==> src/rtl/scanline_scheduler.sv <==
// Scanline scheduler: pixel-clock divider, frame pulse/counter and per-line fetch FSM.
// Optional underrun reporting is enabled by defining SCHED_UNDERRUN_EN.
module scanline_scheduler #(
  parameter int PIXEL_DIV   = 1,
  parameter int V_RES       = 480,
  parameter int FETCH_WORDS = 4
) (
  input  logic               clk,
  input  logic               reset_n,
  input  logic               h_next,
  input  logic               v_next,
  input  logic               h_blank,
  input  logic signed [10:0] v_counter,
  input  logic               fast_scan,
  input  logic               fetch_ack,
  input  logic               underrun_clr,
  output logic               h_enable,
  output logic               v_enable,
  output logic               inc_1_or_4,
  output logic               fetch_req,
  output logic [3:0]         fetch_idx,
  output logic [9:0]         fetch_line,
  output logic               frame_start,
  output logic [7:0]         frame_count,
  output logic               underrun
);

  localparam int DW = (PIXEL_DIV > 1) ? $clog2(PIXEL_DIV) : 1;
  localparam logic signed [10:0] LAST_FETCH_V = 11'(V_RES - 2);

  typedef enum logic [1:0] {S_IDLE, S_REQ, S_DONE} state_t;

  state_t               r_state;
  logic [DW-1:0]        r_div;
  logic                 r_fs;
  logic [7:0]           r_fc;
  logic                 r_inc;
  logic                 r_req;
  logic [3:0]           r_idx;
  logic [9:0]           r_line;
  logic signed [10:0]   w_vnext;
  logic                 w_start;
  logic                 w_last;
  logic                 w_abort;

  // Divider sits at 0 out of reset so the first edge already carries h_enable.
  always_ff @(posedge clk or negedge reset_n) begin
    if (!reset_n)                          r_div <= '0;
    else if (r_div == DW'(PIXEL_DIV - 1))  r_div <= '0;
    else                                   r_div <= r_div + 1'b1;
  end

  assign h_enable = reset_n & (r_div == '0);
  assign v_enable = h_next;

  // Scan mode is latched only while frame_start is high, so it changes on frame boundaries.
  always_ff @(posedge clk or negedge reset_n) begin
    if (!reset_n) begin
      r_fs  <= 1'b0;
      r_fc  <= '0;
      r_inc <= 1'b0;
    end else begin
      r_fs <= v_next & v_enable;
      if (r_fs) begin
        r_fc  <= r_fc + 8'd1;
        r_inc <= fast_scan;
      end
    end
  end

  assign w_vnext = v_counter + 11'sd1;
  assign w_start = h_next && (v_counter >= -11'sd1) && (v_counter <= LAST_FETCH_V);
  assign w_last  = (r_idx == 4'(FETCH_WORDS - 1));
  // Visible region started before the final word landed; a coincident final ack still completes.
  assign w_abort = (r_state == S_REQ) && !h_blank && !(fetch_ack && w_last);

  always_ff @(posedge clk or negedge reset_n) begin
    if (!reset_n) begin
      r_state <= S_IDLE;
      r_req   <= 1'b0;
      r_idx   <= '0;
      r_line  <= '0;
    end else begin
      case (r_state)
        S_IDLE: if (w_start) begin
          r_state <= S_REQ;
          r_req   <= 1'b1;
          r_idx   <= '0;
          r_line  <= w_vnext[9:0];
        end
        S_REQ: begin
          if (fetch_ack && w_last) begin
            r_state <= S_DONE;
            r_req   <= 1'b0;
          end else if (w_abort) begin
            r_state <= S_IDLE;
            r_req   <= 1'b0;
          end else if (fetch_ack) begin
            r_idx <= r_idx + 4'd1;
          end
        end
        S_DONE: if (!h_blank) r_state <= S_IDLE;
        default: begin
          r_state <= S_IDLE;
          r_req   <= 1'b0;
        end
      endcase
    end
  end

`ifdef SCHED_UNDERRUN_EN
  logic r_underrun;
  logic w_unused;
  assign w_unused = w_vnext[10];

  always_ff @(posedge clk or negedge reset_n) begin
    if (!reset_n)          r_underrun <= 1'b0;
    else if (w_abort)      r_underrun <= 1'b1;
    else if (underrun_clr) r_underrun <= 1'b0;
  end

  assign underrun = r_underrun;
`else
  logic w_unused;
  assign w_unused = ^{underrun_clr, w_vnext[10]};
  assign underrun = 1'b0;
`endif

  assign inc_1_or_4  = r_inc;
  assign fetch_req   = r_req;
  assign fetch_idx   = r_idx;
  assign fetch_line  = r_line;
  assign frame_start = r_fs;
  assign frame_count = r_fc;

endmodule
==> config.mk <==
export PLATFORM = sky130hd
export DESIGN_NAME = scanline_scheduler
export DESIGN_NICKNAME = d
export VERILOG_FILES = /design/src/rtl/scanline_scheduler.sv
export SDC_FILE = /design/constraint.sdc
export NUM_CORES = 1
export LEC_CHECK = 0
export CORE_ASPECT_RATIO = 2
export CORE_MARGIN = 8
export CORE_UTILIZATION = 45
export DETAILED_ROUTE_END_ITERATION = 16
export PLACE_DENSITY = 0.8
export SLEW_MARGIN = 20
export SYNTH_ARGS = -nofsm -noshare
export SYNTH_HDL_FRONTEND = slang
export SYNTH_SLANG_ARGS = --single-unit
==> constraint.sdc <==
create_clock -name clk -period 2.18 [get_ports clk]
set_input_delay 0.436 -clock clk [delete_from_list [all_inputs] [get_ports clk]]
set_output_delay 0.436 -clock clk [all_outputs]
set_load 0.01 [all_outputs]
After elaboration in Yosys (flattened, before gate mapping). Index checks and enable logic that the tools add are counted.

Flip-flop bits (word level): 28. Bits in latches: 0. RAM bits: 0. Bits in read-only memories: 0. Input bits: 19. Output and inout port bits: 28. Logic and storage cells: 55. Memories kept: 0.

Add/subtract/negate cells: 4. Multiply operators: 0. Divide/modulo/power cells: 0. $lt $le $gt $ge: 2. Equality and inequality tests: 9. Shift operators: 0. Mux-type cells: 15. Bitwise operators: 4. Reductions and logical operators: 13.

Operators with widths (number): $mux 4 (4); $ge 11x1->1 const B (1); $le 11x10->1 const B (1); $add 10x2->10 const B (1); $ne 2x2->1 const B (5); $add 8x1->8 const B (1); $mux 2 (4); $pmux 4 s2 (1); $pmux 2 s3 (1); $reduce_and 3->1 (2); $logic_and 1x1->1 (5); $reduce_and 5->1 (1); $add 4x1->4 const B (1); $eq 4x2->1 const B (1); $mux 1 (4); $ne 3x2->1 const B (1); $pmux 1 s3 (1); $and 1x1->1 (2); $eq 2x1->1 const B (1); $eq 2x2->1 const B (1); $logic_not 1->1 (2); $logic_not 2->1 (1); $not 1->1 (2); $reduce_and 2->1 (1); other kinds (2) (2).

Depth between registers and ports, before layout. Gate-level depths: netlist (run 1).

Word-level depth: 7. Depth in mapped cells: 6.

Worst setup path after synthesis (run 1). Ideal clock, no wire load.

Path type: input port to flip-flop. From: input v_counter[0]. To: register r_line[0] (netlist: fetch_line[0]). Setup time: 0.125 ns. Data arrival time: 1.918 ns. Slack: 0.136 ns. Stages on the path: 6. Path through: ha_1 > a21oi_1 > or4_1 > a311o_1 > buf_6 > mux2_4.

Cells in the longest elaborated chain, start to end: 4.

Ends and longest elaborated chain: start: declaration (RTL line 13) `input logic signed [10:0] v_counter,`; $ge 11x1->1 (RTL line 72) `assign w_start = h_next && (v_counter >= -11'sd1) && (v_counter <= LAST_FETCH_V);`; $logic_and 1x1->1 (2 in series) (RTL line 72); $reduce_and 2->1 (no source line); end signal: assignment (RTL line 89) `r_line <= w_vnext[9:0];`; end: declaration (RTL line 40) `logic [9:0] r_line;`.

Parallel ways exist; a longest one is shown, timed or not. A chain may end at the register's enable or synchronous reset.

Final worst setup path (run 1).
From: input v_counter[5]. To: register r_line[2] (netlist: fetch_line[2]).

Cells in the longest elaborated chain, start to end: 4.

Ends and longest elaborated chain (RTL line): $ge 11x1->1 (72); $logic_and 1x1->1 (72); $logic_and 1x1->1 (*) (72); $reduce_and 2->1 (no source line) (*).

Every way passes the cells marked *; elsewhere a longest branch is shown, timed or not.

==> flow_summary.html, run 1 <==
<table>
<tr><th>Metric</th><th>Value</th></tr>
<tr><th colspan="2">Power</th></tr>
<tr><td>Reg power frac</td><td>38.9%</td></tr>
<tr><td>Net switching power of the design</td><td>0.000789 W</td></tr>
<tr><td>Switching share of power</td><td>between 30% and 40%</td></tr>
<tr><td>Relative contribution of the clock network to total power</td><td>between 10% and 20%</td></tr>
<tr><td>Leakage</td><td>between 1 and 1.5 nW</td></tr>
<tr><td>Largest vdd supply drop</td><td>around 580 uV</td></tr>
<tr><td>Logic gate share of total power</td><td>around 48%</td></tr>
<tr><td>Cell internal power dissipation</td><td>0.00151 W</td></tr>
<tr><td>Power per cell area</td><td>between 1000 and 1500 mW/mm^2</td></tr>
<tr><th colspan="2">Synth</th></tr>
<tr><td>Total number of yosys warnings</td><td>0</td></tr>
<tr><td>Cell accounting for the most synthesized area</td><td>sky130_fd_sc_hd__dfrtp_1</td></tr>
<tr><td>Count of different cell masters after synthesis</td><td>37</td></tr>
<tr><td>Synthesis-stage register bit count</td><td>27</td></tr>
<tr><td>Mean post-synth cell area</td><td>11.1 sq um</td></tr>
<tr><td>Area fraction of the dominant cell type after synthesis</td><td>47.1%</td></tr>
<tr><td>Share of synthesized area occupied by flip-flops and latches</td><td>between 40% and 50%</td></tr>
<tr><td>Summed instance area of the synthesized netlist</td><td>about 0.0014 sq mm</td></tr>
<tr><td>Gate Count Post-Synth</td><td>129</td></tr>
<tr><td>Number of nets in the synthesized netlist</td><td>roughly 150</td></tr>
<tr><td>Largest cells by area after synthesis</td><td>sky130_fd_sc_hd__dfrtp_1 47%, sky130_fd_sc_hd__mux2_4 8.4%, sky130_fd_sc_hd__xnor2_1 5.5%</td></tr>
<tr><th colspan="2">GRT</th></tr>
<tr><td>Overall overflow remaining after global route</td><td>0</td></tr>
<tr><td>Number of global-route vias before repair</td><td>around 1,500</td></tr>
<tr><td>Initial antenna violation count</td><td>0</td></tr>
<tr><td>Largest net degree at the start of global routing</td><td>28</td></tr>
<tr><td>Global-route wire length before repair</td><td>around 6.9 mm</td></tr>
<tr><td>All-Layer GR Usage</td><td>around 15%</td></tr>
<tr><th colspan="2">Floorplan</th></tr>
<tr><td>DIE AREA</td><td>approximately 0.0054 sq mm</td></tr>
<tr><td>Core ar.</td><td>0.00312 sq mm</td></tr>
<tr><td>Die height</td><td>95.9 um</td></tr>
<tr><td>Top-level I/O count</td><td>47</td></tr>
<tr><td>Starting density of the core</td><td>a little under half</td></tr>
<tr><td>Std cell rows</td><td>29</td></tr>
<tr><td>Die W</td><td>approximately 56 um</td></tr>
<tr><th colspan="2">Final layout</th></tr>
<tr><td>Final std cell area, no fill</td><td>0.00217 sq mm</td></tr>
<tr><td>Number of diodes</td><td>0</td></tr>
<tr><td>Share of layout cells above drive strength 1</td><td>about a quarter</td></tr>
<tr><td>Final nets</td><td>225</td></tr>
<tr><td>Synth-to-layout area growth</td><td>51.3%</td></tr>
<tr><th colspan="2">Setup path</th></tr>
<tr><td>Kind of start point of the critical path</td><td>primary input</td></tr>
<tr><td>Critical Path, Cell by Cell</td><td>dlygate4sd2_1 -&gt; buf_4 -&gt; nor4b_2 -&gt; o21ai_1 -&gt; a311o_1 -&gt; buf_12 -&gt; buf_12 -&gt; mux2_4</td></tr>
<tr><td>CP max stage cell</td><td>sky130_fd_sc_hd__a311o_1</td></tr>
<tr><td>Largest stage delay on the critical path</td><td>around 400 ps</td></tr>
<tr><td>Critical path data arrival time</td><td>about 2300 ps</td></tr>
<tr><td>Peak fanout along the critical path</td><td>5</td></tr>
<tr><td>Most prevalent standard cell on the critical path</td><td>sky130_fd_sc_hd__buf_12</td></tr>
<tr><td>Type of the worst setup path</td><td>primary input to flop</td></tr>
<tr><td>Critical path endpoint category</td><td>flop</td></tr>
<tr><td>Worst endpoint required time</td><td>about 2400 ps</td></tr>
<tr><th colspan="2">CTS</th></tr>
<tr><td>CTS tree</td><td>yes</td></tr>
<tr><td>CTS sink count</td><td>27</td></tr>
<tr><td>Clock network latency to the later pin of the worst-skew pair</td><td>~280 ps</td></tr>
<tr><td>Cts bufs inserted</td><td>3</td></tr>
<tr><td>Clock tree root driver cell</td><td>sky130_fd_sc_hd__clkbuf_8</td></tr>
<tr><td>Number of H-tree levels</td><td>1</td></tr>
<tr><td>Maximum clock path buffer count</td><td>2</td></tr>
<tr><td>Clock slew seen by the registers of the worst setup and hold paths</td><td>90 ps</td></tr>
<tr><th colspan="2">Route</th></tr>
<tr><td>DRC violation count after routing</td><td>0</td></tr>
<tr><td>Count of TritonRoute iterations in the first routing pass</td><td>4</td></tr>
<tr><td>Detailed-route wire length</td><td>4.01 mm</td></tr>
<tr><td>Routed wire per std cell</td><td>17.3 um</td></tr>
<tr><td>Initial DRC count</td><td>15</td></tr>
<tr><td>Count of antenna-violating nets left after detailed routing</td><td>0</td></tr>
<tr><td>Vias</td><td>approximately 1,300</td></tr>
<tr><td>Vias per std cell</td><td>about 5.7</td></tr>
<tr><th colspan="2">Place</th></tr>
<tr><td>Post-place instance area</td><td>0.00207 sq mm</td></tr>
<tr><td>Port buffer count</td><td>44</td></tr>
<tr><td>Detailed-placement wirelength estimate</td><td>3.08 mm</td></tr>
<tr><td>Routability Congestion</td><td>0.845</td></tr>
<tr><th colspan="2">Job</th></tr>
<tr><td>Number of maximum-capacitance constraint violations</td><td>0</td></tr>
<tr><th colspan="2">STA</th></tr>
<tr><td>Total count of hold-check failures in the final report</td><td>0</td></tr>
<tr><td>Min Tclk post-route</td><td>around 2100 ps</td></tr>
<tr><td>Final slew viol count</td><td>0</td></tr>
<tr><td>Clock skew after layout</td><td>roughly 6.6 ps</td></tr>
<tr><td>Setup violations, final</td><td>0</td></tr>
<tr><td>Final Cycle Share</td><td>97.8%</td></tr>
<tr><td>Sum Neg Setup Slack</td><td>0 ps</td></tr>
<tr><td>Unrepaired setup endpoints after global routing</td><td>false</td></tr>
<tr><td>Worst hold slack after final layout</td><td>474 ps</td></tr>
<tr><td>Highest achievable clock rate</td><td>0.469 GHz</td></tr>
<tr><th colspan="2">Min path</th></tr>
<tr><td>Hold WC Path Type</td><td>flop to flop</td></tr>
<tr><th colspan="2">Run status</th></tr>
<tr><td>Result of the run</td><td>complete, no violations</td></tr>
</table>
## metrics by stage
| step | std cells | utilization (%) | power (W) | setup slack, ps |
|---|---|---|---|---|
| after global placement | 222 | 66.2 | 0.00194 | -391 |
| after CTS | 232 | 69.6 | 0.00230 | 139 |
| final | 232 | 69.6 | 0.00230 | 48.6 |
| after global routing | 232 | 69.6 | 0.00244 | 32.6 |
| after floorplan | 129 | - | 0.00138 | 136 |
| after detailed placement | 222 | 66.2 | 0.00200 | -439 |
## power by group through the flow
stage	Clock [W]	Sequential (W)	Combinational (W)
floorplan	0	0.000947	0.000432
global placement	0	0.000886	0.00105
detailed placement	0	0.000901	0.00110
CTS	0.000285	0.000893	0.00112
global route	0.000319	0.000923	0.00119
finish	0.000293	0.000892	0.00111
## worst max-delay path, delay by kind of cell
family | cells | cell delay (ps)
simple gates | 1 | 320
compound gates | 2 | 580
mux | 1 | 290
buf+inv | 4 | 670
## worst paths after layout
kind                                start        endpoint  slack [ps]  depth (start not counted)
max                          v_counter[5]   fetch_line[2]          50                          8
min                        frame_count[7]  frame_count[7]         470                          1
max reg2reg                  fetch_idx[0]    fetch_idx[2]         570                          5
min reg2reg                frame_count[7]  frame_count[7]         470                          1
max in group asynchronous         reset_n       fetch_req        1360                          2
min in group asynchronous         reset_n   fetch_line[3]         570                          2
## sequential cells by signal, indices dropped and copies added (netlist names)
signal,count
fetch_idx,4
inc_1_or_4,1
r_state,2
fetch_req,1
frame_start,1
frame_count,8
fetch_line,10
## Yosys cell counts, drive strengths merged
cell type	n
mux2i	2
a2bb2oi	1
dfrtp	27
conb	1
nand4b	1
a311oi	1
a21oi	2
or4	1
o31ai	1
and4	1
nor4b	1
a311o	1
clkbuf	1
xnor2	9
nand2	7
ha	4
a2111oi	1
a21boi	2
a31oi	3
buf	5
o41a	1
xor2	6
and2	1
a41oi	1
nor3	1
nand4	7
and3	1
o22ai	1
nand3	10
mux2	11
inv	7
nor2	7
o21ai	3
## layout make-up
type                       count  area (sq um)
multi-input combinational     89           706
clock buffer                   4          45.0
tap                           31          38.8
sequential                    27           676
fill                         245           950
timing repair buffer          74           679
inverter                       7          26.3
## layer usage
| metal | track usage, % | share of wire, % |
|---|---|---|
| met1 | 15.2 | 35 |
| met2 | 29.0 | 56 |
| met3 | 3.96 | 5.7 |
| met4 | 7.86 | 2.9 |
| met5 | 0 | 0 |
## cells by family (layout without fill, tap and decap cells)
| group | Yosys count | in the layout | share of synthesized area (%) |
|---|---|---|---|
| other | 1 | 1 | 0.261 |
| xor gates and xnor gates | 15 | 15 | 9.15 |
| and+or+nand+nor | 38 | 38 | 14.2 |
| DFF | 27 | 27 | 47.1 |
| muxes | 13 | 13 | 12.1 |
| AOI/OAI and AO/OA | 18 | 18 | 8.98 |
| buffers and inverters | 13 | 85 | 4.71 |
| adders and majority gates | 4 | 4 | 3.49 |
## layout by cell type (no fill, tap or decap), types with 2 or more instances in the layout
cell type / instances
sky130_fd_sc_hd__clkdlybuf4s50_1: 32
sky130_fd_sc_hd__dfrtp_1: 27
sky130_fd_sc_hd__buf_4: 27
sky130_fd_sc_hd__dlygate4sd2_1: 12
sky130_fd_sc_hd__nand3_1: 9
sky130_fd_sc_hd__xnor2_1: 9
sky130_fd_sc_hd__mux2_4: 8
sky130_fd_sc_hd__inv_1: 7
sky130_fd_sc_hd__nor2_1: 7
sky130_fd_sc_hd__nand2_1: 7
sky130_fd_sc_hd__nand4_1: 6
sky130_fd_sc_hd__xor2_1: 6
sky130_fd_sc_hd__mux2_2: 3
sky130_fd_sc_hd__a31oi_1: 3
sky130_fd_sc_hd__ha_1: 3
sky130_fd_sc_hd__clkbuf_8: 3
sky130_fd_sc_hd__a21oi_1: 2
sky130_fd_sc_hd__mux2i_1: 2
sky130_fd_sc_hd__a21boi_0: 2
sky130_fd_sc_hd__o21ai_0: 2
sky130_fd_sc_hd__buf_12: 2
## repair_timing
action / CTS / global route
hold buffers: 0 / 0
gates resized for setup: 18 / 0
setup buffers: 6 / 0
endpoints found under the setup margin: 9 / 0
(Power assumes the default switching activity.)
==> run 2: changes to the inputs <==
--- a/config.mk
+++ b/config.mk
@@ -9,6 +9,7 @@
 export CORE_MARGIN = 8
 export CORE_UTILIZATION = 45
 export DETAILED_ROUTE_END_ITERATION = 16
+export GPL_ROUTABILITY_DRIVEN = 0
 export PLACE_DENSITY = 0.8
 export SLEW_MARGIN = 20
 export SYNTH_ARGS = -nofsm -noshare
==> results of run 2 <==
Same layout as run 1: the final DEF is identical, and so are final timing and power.
